$ cat src/rtl/simon_sequencer_if.sv
// simon_sequencer_if: game-control and LED/score bus between the Simon engine and its surroundings
interface simon_sequencer_if #(
  parameter int NUM_BTNS = 4,
  parameter int CW = $clog2(NUM_BTNS)
);
  logic start;
  logic [15:0] seed;
  logic [NUM_BTNS-1:0] btn_pressed;
  logic led_on;
  logic [CW-1:0] led_color;
  logic [7:0] score;
  logic [1:0] phase;
  logic game_over;
  logic won;
  modport master (
    output start, seed, btn_pressed,
    input led_on, led_color, score, phase, game_over, won
  );
  modport slave (
    input start, seed, btn_pressed,
    output led_on, led_color, score, phase, game_over, won
  );
endinterface

$ cat src/rtl/simon_sequencer.sv
// simon_sequencer: Simon game engine -- LFSR sequence generation, LED playback, press checking and scoring
module simon_sequencer #(
  parameter int NUM_BTNS = 4,
  parameter int MAX_LEN = 32,
  parameter int ON_CYCLES = 12_000_000,
  parameter int OFF_CYCLES = 6_000_000,
  parameter int TIMEOUT_CYCLES = 150_000_000
) (
  input logic clk,
  input logic reset,
  simon_sequencer_if.slave io
);
  localparam int CW = $clog2(NUM_BTNS);
  localparam int AW = (MAX_LEN > 1) ? $clog2(MAX_LEN) : 1;
  localparam logic [15:0] SEED_DEF = 16'hACE1;
  localparam logic [7:0] NB8 = 8'(NUM_BTNS);
  localparam logic [7:0] LEN_MAX = 8'(MAX_LEN);
  localparam logic [31:0] ON_END = 32'(ON_CYCLES - 1);
  localparam logic [31:0] OFF_END = 32'(OFF_CYCLES - 1);
  localparam logic [31:0] TO_END = 32'(TIMEOUT_CYCLES - 1);
  typedef enum logic [3:0] {
    IDLE, ADD, SHOW_ON, SHOW_OFF, WAIT, ECHO, ROUND_DONE, LOSE, WIN
  } state_t;
  state_t state, state_n;
  logic [15:0] lfsr, lfsr_step;
  logic [7:0] len, idx, score;
  logic [31:0] tmr;
  logic [CW-1:0] seq [2**AW];
  logic [CW-1:0] cur, new_col;
  logic [NUM_BTNS-1:0] want;
  logic restart, last;
  logic led_on_d, game_over_d, won_d;
  logic [CW-1:0] led_color_d;
  logic [1:0] phase_d;
  logic led_on_q, game_over_q, won_q;
  logic [CW-1:0] led_color_q;
  logic [1:0] phase_q;
  assign lfsr_step = {1'b0, lfsr[15:1]} ^ (lfsr[0] ? 16'hB400 : 16'h0000);
  assign new_col = CW'(lfsr[7:0] % NB8);
  assign cur = seq[idx[AW-1:0]];
  assign want = NUM_BTNS'(1) << cur;
  assign last = (idx + 8'd1) == len;
  assign restart = io.start && (state == IDLE || state == LOSE || state == WIN);
  // Every state change restarts the cycle timer, so each dwell counts from 0.
  always_ff @(posedge clk) begin
    if (reset) begin
      state <= IDLE;
      lfsr <= SEED_DEF;
      len <= '0;
      idx <= '0;
      score <= '0;
      tmr <= '0;
      led_on_q <= 1'b0;
      led_color_q <= '0;
      phase_q <= '0;
      game_over_q <= 1'b0;
      won_q <= 1'b0;
    end else begin
      state <= state_n;
      tmr <= (state_n != state) ? '0 : tmr + 32'd1;
      lfsr <= restart ? ((io.seed == '0) ? SEED_DEF : io.seed) : (state != IDLE) ? lfsr_step : lfsr;
      if (restart) begin
        len <= '0;
        idx <= '0;
        score <= '0;
      end else if (state == ADD) begin
        len <= len + 8'd1;
        idx <= '0;
      end else if ((state == SHOW_OFF || state == ECHO) && state_n != state) begin
        idx <= last ? '0 : idx + 8'd1;
      end
      if (state == ROUND_DONE && tmr == '0) score <= score + 8'd1;
      led_on_q <= led_on_d;
      led_color_q <= led_color_d;
      phase_q <= phase_d;
      game_over_q <= game_over_d;
      won_q <= won_d;
    end
  end
  always_ff @(posedge clk) begin
    if (state == ADD) seq[len[AW-1:0]] <= new_col;
  end
  always_comb begin
    state_n = state;
    case (state)
      IDLE, LOSE, WIN: state_n = restart ? ADD : state;
      ADD: state_n = SHOW_ON;
      SHOW_ON: state_n = (tmr == ON_END) ? SHOW_OFF : SHOW_ON;
      SHOW_OFF: state_n = (tmr != OFF_END) ? SHOW_OFF : last ? WAIT : SHOW_ON;
      WAIT: state_n = (io.btn_pressed == want) ? ECHO :
                      (|io.btn_pressed || tmr == TO_END) ? LOSE : WAIT;
      ECHO: state_n = (tmr != ON_END) ? ECHO : last ? ROUND_DONE : WAIT;
      ROUND_DONE: state_n = (len == LEN_MAX) ? WIN : (tmr == OFF_END) ? ADD : ROUND_DONE;
      default: state_n = IDLE;
    endcase
  end
  // Echo and lose both light the entry at idx: the pressed colour equals it, or it is the one missed.
  always_comb begin
    led_on_d = state inside {SHOW_ON, ECHO, LOSE};
    led_color_d = led_on_d ? cur : '0;
    phase_d = (state == IDLE) ? 2'd0 :
              (state inside {ADD, SHOW_ON, SHOW_OFF}) ? 2'd1 :
              (state inside {WAIT, ECHO, ROUND_DONE}) ? 2'd2 : 2'd3;
    game_over_d = state inside {LOSE, WIN};
    won_d = state == WIN;
  end
  assign io.led_on = led_on_q;
  assign io.led_color = led_color_q;
  assign io.score = score;
  assign io.phase = phase_q;
  assign io.game_over = game_over_q;
  assign io.won = won_q;
endmodule
$ cat src/flat_wrapper.sv
// flat-port wrapper written by rule: the top's interface ports become plain ports
module simon_sequencer_flat 
#(
  parameter int NUM_BTNS = 4,
  parameter int MAX_LEN = 32,
  parameter int ON_CYCLES = 12_000_000,
  parameter int OFF_CYCLES = 6_000_000,
  parameter int TIMEOUT_CYCLES = 150_000_000
)
  (clk, reset, io_start, io_seed, io_btn_pressed, io_led_on, io_led_color, io_score, io_phase, io_game_over, io_won);
  simon_sequencer_if #(.NUM_BTNS(NUM_BTNS)) io_i ();
  input logic clk;
  input logic reset;
  input wire logic [$bits(io_i.start)-1:0] io_start;
  input wire logic [$bits(io_i.seed)-1:0] io_seed;
  input wire logic [$bits(io_i.btn_pressed)-1:0] io_btn_pressed;
  output wire logic [$bits(io_i.led_on)-1:0] io_led_on;
  output wire logic [$bits(io_i.led_color)-1:0] io_led_color;
  output wire logic [$bits(io_i.score)-1:0] io_score;
  output wire logic [$bits(io_i.phase)-1:0] io_phase;
  output wire logic [$bits(io_i.game_over)-1:0] io_game_over;
  output wire logic [$bits(io_i.won)-1:0] io_won;
  assign io_i.start = io_start;
  assign io_i.seed = io_seed;
  assign io_i.btn_pressed = io_btn_pressed;
  assign io_led_on = io_i.led_on;
  assign io_led_color = io_i.led_color;
  assign io_score = io_i.score;
  assign io_phase = io_i.phase;
  assign io_game_over = io_i.game_over;
  assign io_won = io_i.won;
  simon_sequencer #(.NUM_BTNS(NUM_BTNS), .MAX_LEN(MAX_LEN), .ON_CYCLES(ON_CYCLES), .OFF_CYCLES(OFF_CYCLES), .TIMEOUT_CYCLES(TIMEOUT_CYCLES)) u_core (.clk(clk), .reset(reset), .io(io_i));
endmodule
$ cat config.mk
export PLATFORM = sky130hd
export DESIGN_NAME = simon_sequencer_flat
export DESIGN_NICKNAME = d
export VERILOG_FILES = /design/src/rtl/simon_sequencer_if.sv /design/src/rtl/simon_sequencer.sv /design/src/flat_wrapper.sv
export SDC_FILE = /design/constraint.sdc
export NUM_CORES = 1
export LEC_CHECK = 0
export ABC_CLOCK_PERIOD_IN_PS = 3200
export CORE_MARGIN = 10
export CORE_UTILIZATION = 41
export CTS_CLUSTER_DIAMETER = 40
export CTS_CLUSTER_SIZE = 16
export DETAILED_ROUTE_END_ITERATION = 10
export HOLD_SLACK_MARGIN = 0.1
export PLACE_DENSITY_LB_ADDON = 0.08
export SLEW_MARGIN = 10
export SYNTH_ARGS = -nofsm -noshare
export SYNTH_HDL_FRONTEND = slang
export SYNTH_SLANG_ARGS = --single-unit
export TNS_END_PERCENT = 10
$ cat constraint.sdc
create_clock -name clk -period 3.2 [get_ports clk]
set_input_delay 0.32 -clock clk [delete_from_list [all_inputs] [get_ports clk]]
set_output_delay 0.32 -clock clk [all_outputs]
set_load 0.01 [all_outputs]
### After elaboration in Yosys (flattened, before gate mapping)

Memory sizes are Yosys's and may differ from the RTL's. A register that Yosys moved wholly into a read port is not among the register bits.
Index checks and enable logic that the tools add are counted.
W data, S select, Z words.

* logic and storage cells: 86
* input port bits: 23
* RAM bits: 64
* memories kept: 1
* bits in registers: 83

Memory list
* u_core.seq: depth 32, bits a word 2, rd ports 1, clocked after memory_dff 1, wr ports 1, RTL line simon_sequencer.sv:28 `logic [CW-1:0] seq [2**AW];`

* $add $sub $neg: 4
* shift operators: 1
* multiplexer cells: 24
* equality and inequality tests: 17
* bitwise gates (word level): 2
* reduce and logical (&&, ||, !) cells: 25

Operator list (count)
* $mux W16: 4
* $add A32 B1 Y32 const B: 1
* $eq A32 B23 Y1 const B: 1
* $eq A32 B24 Y1 const B: 1
* $eq A32 B28 Y1 const B: 1
* $logic_not A32 Y1: 1
* $ne A32 B23 Y1 const B: 1
* $ne A32 B24 Y1 const B: 1
* $pmux W4 S7: 1
* $add A8 B1 Y8 const B: 3
* $mux W8: 3
* $mux W4: 5
* $eq A4 B3 Y1 const B: 4
* $logic_not A16 Y1: 1
* $xor A15 B16 Y16: 1
* $mux W5: 2
* $reduce_bool A3 Y1: 3
* $reduce_or A3 Y1: 3
* $eq A4 B2 Y1 const B: 2
* $eq A8 B6 Y1 const B: 1
* $eq A8 B8 Y1: 1
* $reduce_or A2 Y1: 4
* $mux W3: 2
* $reduce_bool A2 Y1: 3
* 13 further kinds: 23

### Logic depth before layout (Yosys ltp)

Gate-level depths: netlist (run 1).

* word-level depth: 10
* depth in mapped cells: 10
* gate-level depth less buffers: 9

### Least setup slack after synthesis (run 1)

No wires, ideal clock.

* path kind: flip-flop to flip-flop
* start: register u_core.tmr[2]
* end: register (tool-made name)
* path buffers: 2
* data arrival time: 2.618 ns
* data required time: 3.128 ns
* path slack: 0.510 ns
* setup time: 0.072 ns
* cell stages (with the launch flop): 10
* cell sequence: dfxtp_1 > and4_1 > buf_4 > nand3_1 > nor4_1 > mux2_4 > or4_1 > buf_6 > a21oi_4 > mux2i_1

RTL lines
* start: declaration: RTL line simon_sequencer.sv:27 `logic [31:0] tmr;`
* start signal: assignment: RTL line simon_sequencer.sv:60 `tmr <= (state_n != state) ? '0 : tmr + 32'd1;`

### Worst setup path after layout (run 1)

* start: register u_core.tmr[2]
* end: register u_core.tmr[25]

* longest elaborated chain between the ends: 7
* elaborated cells on any way between the ends: 17
* those cells by class: add/sub: 1; eq/ne: 6; mux: 8; reduce/logical: 2

Ends and longest elaborated chain
* $eq A32 B28 Y1: RTL line simon_sequencer.sv:91 `(|io.btn_pressed || tmr == TO_END) ? LOSE : WAIT;`
* $logic_or A1 B1 Y1: RTL line simon_sequencer.sv:91
* $mux W2: RTL line simon_sequencer.sv:91
* $mux W4: RTL line simon_sequencer.sv:90 `WAIT: state_n = (io.btn_pressed == want) ? ECHO :`
* $pmux W4 S7: RTL line simon_sequencer.sv:85 `case (state)`
* $ne A4 B4 Y1: RTL line simon_sequencer.sv:60
* $reduce_or A2 Y1 (no line)

Several ways; a longest one is shown, not always the timed one.
A chain may end at the register's enable or synchronous reset.

==> results by group, run 1 <==
Routing
  • Pre-Repair DR Iteration Count: 5
  • Met2 WL: 9110 um
  • DR vias/cell: ~5.6
  • 1st-iter DRT viols: 465
  • Top Metal Used: met4
  • Met3 wire len: slightly above 600 um
  • Drt drc: 0
  • Drt wl/cell: 17.6 um
  • Final wirelength: 17900 um
  • Via Count: 5739
  • Final antenna-violating net count: 0
  • Metal-1 WL: between 7000 and 8000 um

Pwr
  • Total Power: 4.58 mW
  • Seq pwr share: 47.1%
  • Design internal power: between 3 and 4 mW
  • Pwr Density: ~530 nW/um2
  • Clk pwr share: 43.9%
  • Comb pwr share: 9.0%
  • P_leak: between 2 and 3 nW
  • Worst vdd ir: 0.000380 V
  • Sw Share: 25.3%
  • Switch Pwr: 1.16 mW

STA
  • Relative slew slack: 22.4%
  • Max Freq: 0.341 GHz
  • RSZ-0062 raised after global routing: false
  • Min Hold Slack: 0.482 ns
  • Setup-failing EPs final: 0
  • Final worst setup slack: 0.272 ns
  • Post-Route Skew: 0.0152 ns
  • Max-slew violations: 0
  • Post-route clock period utilization: 91.5%
  • Final Critical Period: 2.93 ns
  • Final Hold Vio Count: 0
  • Worst Max-Slew Pin Slew: between 1 and 1.5 ns

Floorplanning
  • Die ar.: 23700 um2
  • Initial core utilization: 42.2%
  • Io pins: 38
  • Die span in x: 154 um
  • FP Rows: 48
  • DIE HEIGHT: 154 um
  • Core ar.: 17500 um2

Yosys
  • #FFs+latches synth: 152
  • Post-Syn Nets: 764
  • Syn Std Cell Area: around 7400 um2
  • Async S/R FF share, synth: 0%
  • Synth cell types: ~70
  • Post-synthesis sequential area ratio: between 40% and 50%
  • Synthesized area per cell: a little over 10 um2
  • Mapped Cells: 733
  • Synth Flop Type: dfxtp_1
  • Post-synth EDFFs: 64
  • Warnings from Yosys: 0

Hold path
  • Worst Hold Endpoint: u_core.lfsr[7]
  • Hold path depth: 2
  • Hold WC Path Type: reg -> reg
  • Hold path start: u_core.lfsr[7]

Global route
  • Number of global-route vias before repair: 5716
  • Largest net degree at the start of global routing: 35
  • Initial antenna violation count: 0
  • GRT Overall Usage: 14.7%
  • First-pass GRT wire length: 28900 um
  • Total gr overflow: 0

CTS
  • Clock root cell: clkbuf_16
  • Latest clock arrival within the worst-skew pair: 0.42 ns
  • CTS clk-pin slew, worst paths: about 0.070 ns
  • Post-CTS Hold Buffers: 0
  • Maximum level of the CTS H-tree: 4
  • CTS tree: yes
  • Worst-case clock buffer depth: 2
  • CTS sink cnt: 152
  • Number of CTS-inserted buffers: 17

Worst setup path
  • Worst reg2reg startpoint: u_core.tmr[2]
  • Reg2reg path depth: 8
  • Startpoint Class: flip-flop
  • CP Capture Type: flip-flop
  • Critical path class: reg -> reg
  • Critical Path Start: u_core.tmr[2]
  • WP data required: 3.49 ns
  • Worst reg2reg endpoint: u_core.tmr[25]
  • R2r setup slk: around 0.27 ns
  • CP arrival: 3.22 ns
  • CP max FO: 16

Layout
  • Area growth syn-to-layout: 17.6%
  • Fin area: 8670 um2
  • # nets final: 809
  • # diodes: 0
  • Post-layout util: between 40% and 50%
  • Fraction of layout cells with a size suffix above 1: roughly an eighth

Run status
  • Outcome: completed

Place
  • Dpl hpwl: ~13000 um
  • Dpl ws: -0.134 ns
  • Port Buffer Count: 37
  • Post-placement cell area: 8050 um2
  • Placer Congestion: 0.847

Run
  • Max_cap viols: 0
==> what timing repair did <==
item | CTS | global route
setup endpoints to repair | 0 | 32
resized for setup | 0 | 2
buffers inserted | 0 | 0
==> critical path, cell delays in order, from the launching register on <==
cell      delay (ns)
dfxtp_1         0.42
and4_1          0.38
nand3_1         0.12
nor4_1          0.30
buf_4           0.19
mux2_4          0.32
o41a_2          0.47
o211ai_4        0.49
nor2_1          0.10
==> power by group through the flow <==
stage	Clock (mW)	Sequential (mW)	Combinational [mW]
2_1_floorplan	0	2.18	0.275
3_3_place_gp	0	2.20	0.395
3_5_place_dp	0	2.20	0.400
4_1_cts	2.05	2.16	0.404
5_1_grt	2.15	2.16	0.459
6_report	2.01	2.16	0.413
==> state kept, by name, indices dropped and copies added, names as in the netlist, named ones only <==
name                 cells
u_core.seq              64
u_core.tmr              32
u_core.lfsr             16
u_core.idx               8
u_core.io.score          8
u_core.len               8
u_core.state             4
u_core.io.led_color      2
u_core.io.phase          2
u_core.io.game_over      1
u_core.io.led_on         1
u_core.io.won            1
==> through the flow <==
step	std cells	TNS, ns
floorplan	733	0
global placement	983	0
detailed placement	983	-3.60
CTS	1015	0
global route	1016	0
finish	1016	0
==> kinds of logic after synthesis <==
family,share of synthesized area (%)
xor+xnor,5.82
flops,50.0
compound gates,9.90
simple gates,23.7
mux,6.11
buf+inv,3.11
fa+ha+maj,1.36
==> area by class of cell <==
| type | instances | area, um2 |
|---|---|---|
| multi-input cells | 531 | 3500 |
| repair buffers | 63 | 566 |
| fillers | 1570 | 8810 |
| well taps | 225 | 282 |
| clock inverters | 15 | 164 |
| flip-flops and latches | 152 | 3680 |
| clock buffers | 17 | 425 |
| inverters | 13 | 48.8 |
==> worst max path at each step <==
| stage | end | slack [ns] | cells after the start |
|---|---|---|---|
| finish | u_core.tmr[25] | 0.27 | 8 |
| global route | u_core.tmr[31] | 0.02 | 8 |
| CTS | u_core.tmr[7] | 0.03 | 8 |
| detailed placement | u_core.tmr[17] | -0.13 | 7 |
| global placement | u_core.tmr[29] | 0.02 | 7 |
| floorplan | flip-flop | 0.51 | 9 |
==> cell usage after synthesis, drive strengths merged (3+ instances only) <==
cell type | count | area (um2)
inv | 13 | 48.8
o221ai | 9 | 78.8
or3 | 6 | 37.5
nand4 | 13 | 96.3
ha | 8 | 100
nand2 | 58 | 218
and3 | 17 | 106
dfxtp | 88 | 1760
xnor2 | 17 | 149
o22ai | 5 | 31.3
nand3 | 37 | 185
xor2 | 32 | 280
nand3b | 9 | 67.6
o2111ai | 4 | 35.0
mux2 | 3 | 37.5
mux2i | 12 | 120
nand2b | 7 | 43.8
nor4 | 16 | 113
nor2 | 118 | 443
o21ai | 18 | 90.1
a211oi | 7 | 62.6
mux4 | 13 | 293
edfxtp | 64 | 1920
nor3b | 4 | 30.0
o211ai | 6 | 63.8
buf | 9 | 71.3
clkbuf | 29 | 109
or4 | 6 | 45.0
nor3 | 26 | 130
a221oi | 7 | 61.3
a21oi | 19 | 106
and2 | 7 | 43.8
and4 | 6 | 52.6
nand4b | 3 | 26.3
nor2b | 6 | 37.5
==> cells in the final DEF (no fill, tap or decap), drive strengths merged, types with 4 or more instances in the layout <==
master	instances
nand2	58
or3	6
mux2i	12
clkbuf	17
nand3	37
nor3b	4
or4	6
o2111ai	4
and3	17
nand2b	7
inv	21
o221ai	9
nor3	26
nor2	118
o211ai	7
o21ai	18
a211oi	7
nor2b	6
edfxtp	64
nand4	13
ha	8
o22ai	5
buf	26
xor2	32
xnor2	17
nor4	16
dfxtp	88
mux4	13
and4	6
a221oi	7
and2	7
nand3b	9
a21oi	19
clkdlybuf4s50	37
==> per-layer routing <==
metal / vias up / track usage [%]
li1: 2783 / -
met1: 2808 / 18.0
met2: 125 / 24.9
met3: 23 / 3.29
met4: 0 / 4.54
met5: - / 0
Note: power is estimated with default switching activity, not from simulation.
==> run 2: changes to the inputs <==
- ABC_AREA: default -> 1
- PLACE_DENSITY: default -> 0.67
- PLACE_DENSITY_LB_ADDON: 0.08 -> default
==> results by group, run 2 <==
Yosys
  • Count leader, synth: nand2_1
  • Synth top area share: 25.2%
  • Top cells by count, synth: nand2_1, nor2_1, nand3_1
  • Synthesized area per cell: 7.98 um2
  • Top cells by area, synth: edfxtp_1, dfxtp_1, nand2_1
  • Post-synthesis sequential area ratio: 48.2%
  • Async S/R FF share, synth: 0%
  • Synth cell types: 45
  • Post-Syn Nets: 988
  • Synth Flop Type: dfxtp_1
  • Syn Std Cell Area: 7640 um2
  • #FFs+latches synth: ~150
  • Warnings from Yosys: 0
  • Post-synth EDFFs: 64
  • Synth area leader: edfxtp_1
  • Mapped Cells: 957

STA
  • Final worst setup slack: just under 0.5 ns
  • Relative slew slack: between 50% and 60%
  • Setup-failing EPs final: 0
  • Max-slew violations: 0
  • Post-route clock period utilization: 84.5%
  • Sum Neg Setup Slack: 0 ns
  • Final Critical Period: 2.70 ns
  • Min Hold Slack: 0.467 ns
  • Worst Max-Slew Pin Slew: 0.603 ns
  • Post-Route Skew: 0.0155 ns
  • Final Hold Vio Count: 0
  • Max Freq: 0.370 GHz
  • RSZ-0062 raised after global routing: false

Pwr
  • Total Power: ~4.6 mW
  • P_leak: 3.32 nW
  • Sw Share: 26.6%
  • Worst vdd ir: 0.000407 V
  • Seq pwr share: 46.3%
  • Clk pwr share: 44.8%
  • Switch Pwr: 1.21 mW
  • Comb pwr share: 8.9%
  • Pwr Density: 514 nW/um2
  • Design internal power: about 3.3 mW

Routing
  • Final antenna-violating net count: 0
  • Via Count: 6325
  • Drt drc: 0
  • DR vias/cell: 5.09
  • Pre-Repair DR Iteration Count: 5
  • 1st-iter DRT viols: 440
  • Final wirelength: 17500 um
  • Drt wl/cell: 14.1 um

CTS
  • Maximum level of the CTS H-tree: 4
  • Post-CTS sizing: 0
  • CTS clk-pin slew, worst paths: 0.07 ns
  • Latest clock arrival within the worst-skew pair: 0.43 ns
  • CTS tree: yes
  • Post-CTS Hold Buffers: 0
  • Setup Fix Bufs, Post-CTS: 0
  • Number of CTS-inserted buffers: 17
  • Worst-case clock buffer depth: 2
  • CTS sink cnt: 152
  • Clock root cell: clkbuf_16

Worst setup path
  • Startpoint Class: flip-flop
  • CP Capture Type: flip-flop
  • CP arrival: 3.05 ns
  • WP data required: 3.55 ns
  • Critical path class: reg -> reg
  • CP max FO: 13
  • Critical Path Start: u_core.idx[0]
  • Worst reg2reg startpoint: u_core.idx[0]

Layout
  • Commonest non-fill, non-tap cell in the layout: nand2_1
  • Fill cell count: 1734
  • Fraction of layout cells with a size suffix above 1: 11.2%
  • Non-Filler Instances: 1243
  • Commonest cells after routing, fill and taps aside: nand2_1, nor2_1, nand3_1
  • Multi-input logic area: 3430 um2
  • Max reg flops: 64
  • Reg area: 3680 um2
  • Fin area: 8870 um2
  • # nets final: 1032
  • Area growth syn-to-layout: 16.2%
  • Post-layout util: 48.9%
  • # diodes: 0

Place
  • Dpl hpwl: 12500 um
  • Placed instance count: 1211
  • Port Buffer Count: 37
  • Placer Congestion: 0.857
  • Dpl ws: around 0.52 ns
  • Post-placement cell area: 8270 um2

Floorplanning
  • Io pins: 38
  • DIE HEIGHT: about 160 um
  • FP Rows: 49
  • Die ar.: 24500 um2
  • Die span in x: 156 um
  • Core ar.: between 15000 and 20000 um2
  • Initial core utilization: 42.1%

Global route
  • Total gr overflow: 0
  • Largest net degree at the start of global routing: 38
  • Number of global-route vias before repair: 6079
  • Initial antenna violation count: 0
  • GRT Overall Usage: between 10% and 20%
  • First-pass GRT wire length: ~29000 um

Run status
  • Outcome: completed

Run
  • Max_cap viols: 0

Hold path
  • Hold WC Path Type: reg -> reg
  • Hold path start: u_core.lfsr[15]
## run 2: path summary, 6_finish.rpt
path	to	slack [ns]	depth (start not counted)
setup / recovery	u_core.tmr[18]	0.50	17
hold / removal	u_core.lfsr[15]	0.47	2
setup reg to reg	u_core.tmr[18]	0.50	17
hold reg to reg	u_core.lfsr[15]	0.47	2
## run 2: logic make-up (layout without fill, tap and decap cells)
kind of cell	count (synthesis)	after routing	synth area share [%]
DFF	152	152	48.2
xor gates and xnor gates	21	21	2.41
adders and majority gates	8	8	1.31
muxes	1	1	0.147
AOI/OAI and AO/OA	78	78	6.31
buffers and inverters	131	188	6.90
and+or+nand+nor	566	566	34.7
## run 2: final cells by class
type	count	area share [%]
Sequential cell	152	41.5
Multi-Input combinational cell	674	38.6
Timing Repair Buffer	52	5.44
Clock buffer	17	4.80
Inverter	104	4.40
Tap cell	229	3.23
Clock inverter	15	1.97
## run 2: power by group through the flow
stage          clock [mW]  combinational (mW)  sequential [mW]
6_report             2.04               0.404             2.11
4_1_cts              2.06               0.406             2.11
3_5_place_dp            0               0.405             2.15
5_1_grt              2.16               0.457             2.12
3_3_place_gp            0               0.403             2.15
2_1_floorplan           0               0.264             2.17
## run 2: metal layers
| layer | GRT usage (%) | wire [um] |
|---|---|---|
| met3 | 3.87 | 1010 |
| met5 | 0 | 0 |
| met4 | 4.40 | 223 |
| met2 | 24.0 | 8360 |
| met1 | 18.5 | 7890 |
## run 2: worst max-delay path: stages, from the launching register on
cell     delay, ns
dfxtp_1       0.42
ha_1          0.25
nand4_2       0.15
nor2_2        0.17
xor2_1        0.19
nand2_1       0.07
nand2_1       0.08
nand2_2       0.06
nor2_4        0.12
nand3_2       0.08
nand2_2       0.07
inv_2         0.03
nor2_2        0.11
nand2_2       0.08
nand2_4       0.07
nand4_4       0.22
buf_4         0.28
nor3b_2       0.16
==> run 3: changes to the inputs <==
- ABC_CLOCK_PERIOD_IN_PS: 3200 -> 2400
- PLACE_DENSITY: 0.67 -> 0.69
- clock period: 3.2 -> 2.4 ns (I/O delays scaled with it)
==> results by group, run 3 (synthesis results as in run 2) <==
Layout
  • Max reg flops: 64
  • Reg area: roughly 3700 um2
  • Fill cell count: between 1500 and 2000
  • # nets final: 1103
  • Post-layout util: between 50 and 60%
  • Commonest non-fill, non-tap cell in the layout: nand2_1
  • Area growth syn-to-layout: 28.9%
  • Fraction of layout cells with a size suffix above 1: 24.0%
  • Fin area: 9850 um2
  • # diodes: 0
  • Commonest cells after routing, fill and taps aside: nand2_1, nor2_1, inv_1
  • Multi-input logic area: 3770 um2

CTS
  • CTS sink cnt: 152
  • Maximum level of the CTS H-tree: 4
  • Clock root cell: clkbuf_16
  • Latest clock arrival within the worst-skew pair: 0.43 ns
  • Number of CTS-inserted buffers: 17
  • CTS clk-pin slew, worst paths: 0.06 ns
  • Worst-case clock buffer depth: 2
  • CTS tree: yes

Global route
  • Initial antenna violation count: 0
  • Largest net degree at the start of global routing: 25
  • Total gr overflow: 0
  • Number of global-route vias before repair: ~6300
  • GRT Overall Usage: between 15 and 20%
  • First-pass GRT wire length: 30500 um

Routing
  • Drt drc: 0
  • Via Count: just under 7000
  • Final antenna-violating net count: 0
  • DR vias/cell: roughly 5.1
  • Drt wl/cell: 14.8 um
  • 1st-iter DRT viols: 416
  • Pre-Repair DR Iteration Count: 5
  • Final wirelength: 19400 um

Pwr
  • Design internal power: 4.67 mW
  • Total Power: 6.16 mW
  • Sw Share: between 20 and 25%
  • P_leak: 3.83 nW
  • Pwr Density: 626 nW/um2
  • Switch Pwr: about 1.5 mW
  • Comb pwr share: 10.7%
  • Seq pwr share: 46.0%
  • Worst vdd ir: 0.000516 V
  • Clk pwr share: 43.4%

Worst setup path
  • R2r setup slk: around 0.031 ns
  • Critical path class: reg -> reg
  • WP data required: 2.72 ns
  • CP Cell Sequence: ha_4 -> nand4_4 -> nor2_4 -> xor2_1 -> nand2_1 -> nand2_1 -> nand2_2 -> nor2_4 -> nand4_1 -> a21oi_2 -> nor2_4 -> nand3_4 -> buf_8 -> nand3_2 -> nand2_2 -> nor2_1
  • Startpoint Class: flip-flop
  • Worst reg2reg startpoint: u_core.idx[1]
  • Worst path slowest cell: dfxtp_2
  • Reg2reg path depth: 16
  • CP peak stage delay: 0.36 ns
  • CP Capture Type: flip-flop
  • CP max FO: 6
  • Most frequent CP cell: nor2_4
  • CP arrival: 2.69 ns

Place
  • Dpl ws: -0.0174 ns
  • Placer Congestion: 0.885
  • Dpl hpwl: 13500 um
  • Port Buffer Count: 37
  • Post-placement cell area: 8700 um2

Floorplanning
  • Die span in x: 156 um
  • DIE HEIGHT: 156 um
  • Initial core utilization: 42.1%
  • Core ar.: 18100 um2
  • Die ar.: 24500 um2
  • Io pins: 38
  • FP Rows: ~50

Hold path
  • Hold WC Path Type: reg -> reg
  • Worst Hold Endpoint: u_core.lfsr[5]
  • Hold path depth: 2
  • Hold path start: u_core.lfsr[5]

STA
  • Max-slew violations: 0
  • Setup-failing EPs final: 0
  • Final Hold Vio Count: 0
  • Post-Route Skew: 0.00770 ns
  • Post-route clock period utilization: slightly below 100%
  • Final Critical Period: 2.37 ns
  • Max Freq: between 0.4 and 0.5 GHz
  • Relative slew slack: approximately 60%
  • Final worst setup slack: 0.0315 ns
  • Worst Max-Slew Pin Slew: 0.613 ns
  • RSZ-0062 raised after global routing: true

Run status
  • Outcome: completed

Run
  • Max_cap viols: 0
run 3: worst max path at each step:
stage	start	to
floorplan	u_core.idx[0]	flip-flop
detailed placement	u_core.tmr[0]	u_core.idx[2]
global route	u_core.idx[6]	u_core.idx[3]
finish	u_core.idx[1]	flip-flop
global placement	flip-flop	flip-flop
CTS	u_core.idx[0]	flip-flop
run 3: what timing repair did:
action	4_1_cts	5_1_grt
endpoints found under the setup margin	22	45
gates resized for setup	7	105
hold endpoints to repair	0	0
buffers inserted	1	15
pin swaps	4	41
hold buffers	0	0
gates cloned	0	1
run 3: metal layers:
metal / up-vias / track usage, % / wire, um
li1: 3411 / - / -
met1: 3153 / 18.2 / 8320
met2: 163 / 26.6 / 9790
met3: 26 / 4.22 / 1010
met4: 0 / 3.91 / 273
met5: - / 0 / 0
run 3: layout make-up:
class / count / area share (%)
Multi-Input combinational cell: 674 / 38.3
Tap cell: 229 / 2.91
Sequential cell: 152 / 37.6
Timing Repair Buffer: 123 / 11.1
Inverter: 104 / 4.02
Clock inverter: 10 / 1.19
Clock buffer: 22 / 4.84
run 3: power groups by stage:
stage	Clock [mW]	Sequential (mW)	Combinational, mW
after CTS	2.71	2.83	0.585
after global placement	0	2.89	0.576
final	2.67	2.83	0.657
after detailed placement	0	2.89	0.580
after global routing	2.82	2.84	0.724
after floorplan	0	2.89	0.352
run 3: through the flow:
step	TNS, ns	std cells	hold WS (ns)
CTS	0	1298	0.471
finish	0	1314	0.472
global route	-2.28	1314	0.502
global placement	0	1265	0.452
floorplan	0	957	0.318
detailed placement	-0.0301	1265	0.454
run 3: worst max-delay path: cells and delay by family (launching register included):
kind / cells / cell delay, ns
simple gates: 12 / 1.19
xor+xnor: 1 / 0.17
compound gates: 1 / 0.22
buf+inv: 1 / 0.16
flops: 1 / 0.36
fa+ha+maj: 1 / 0.16
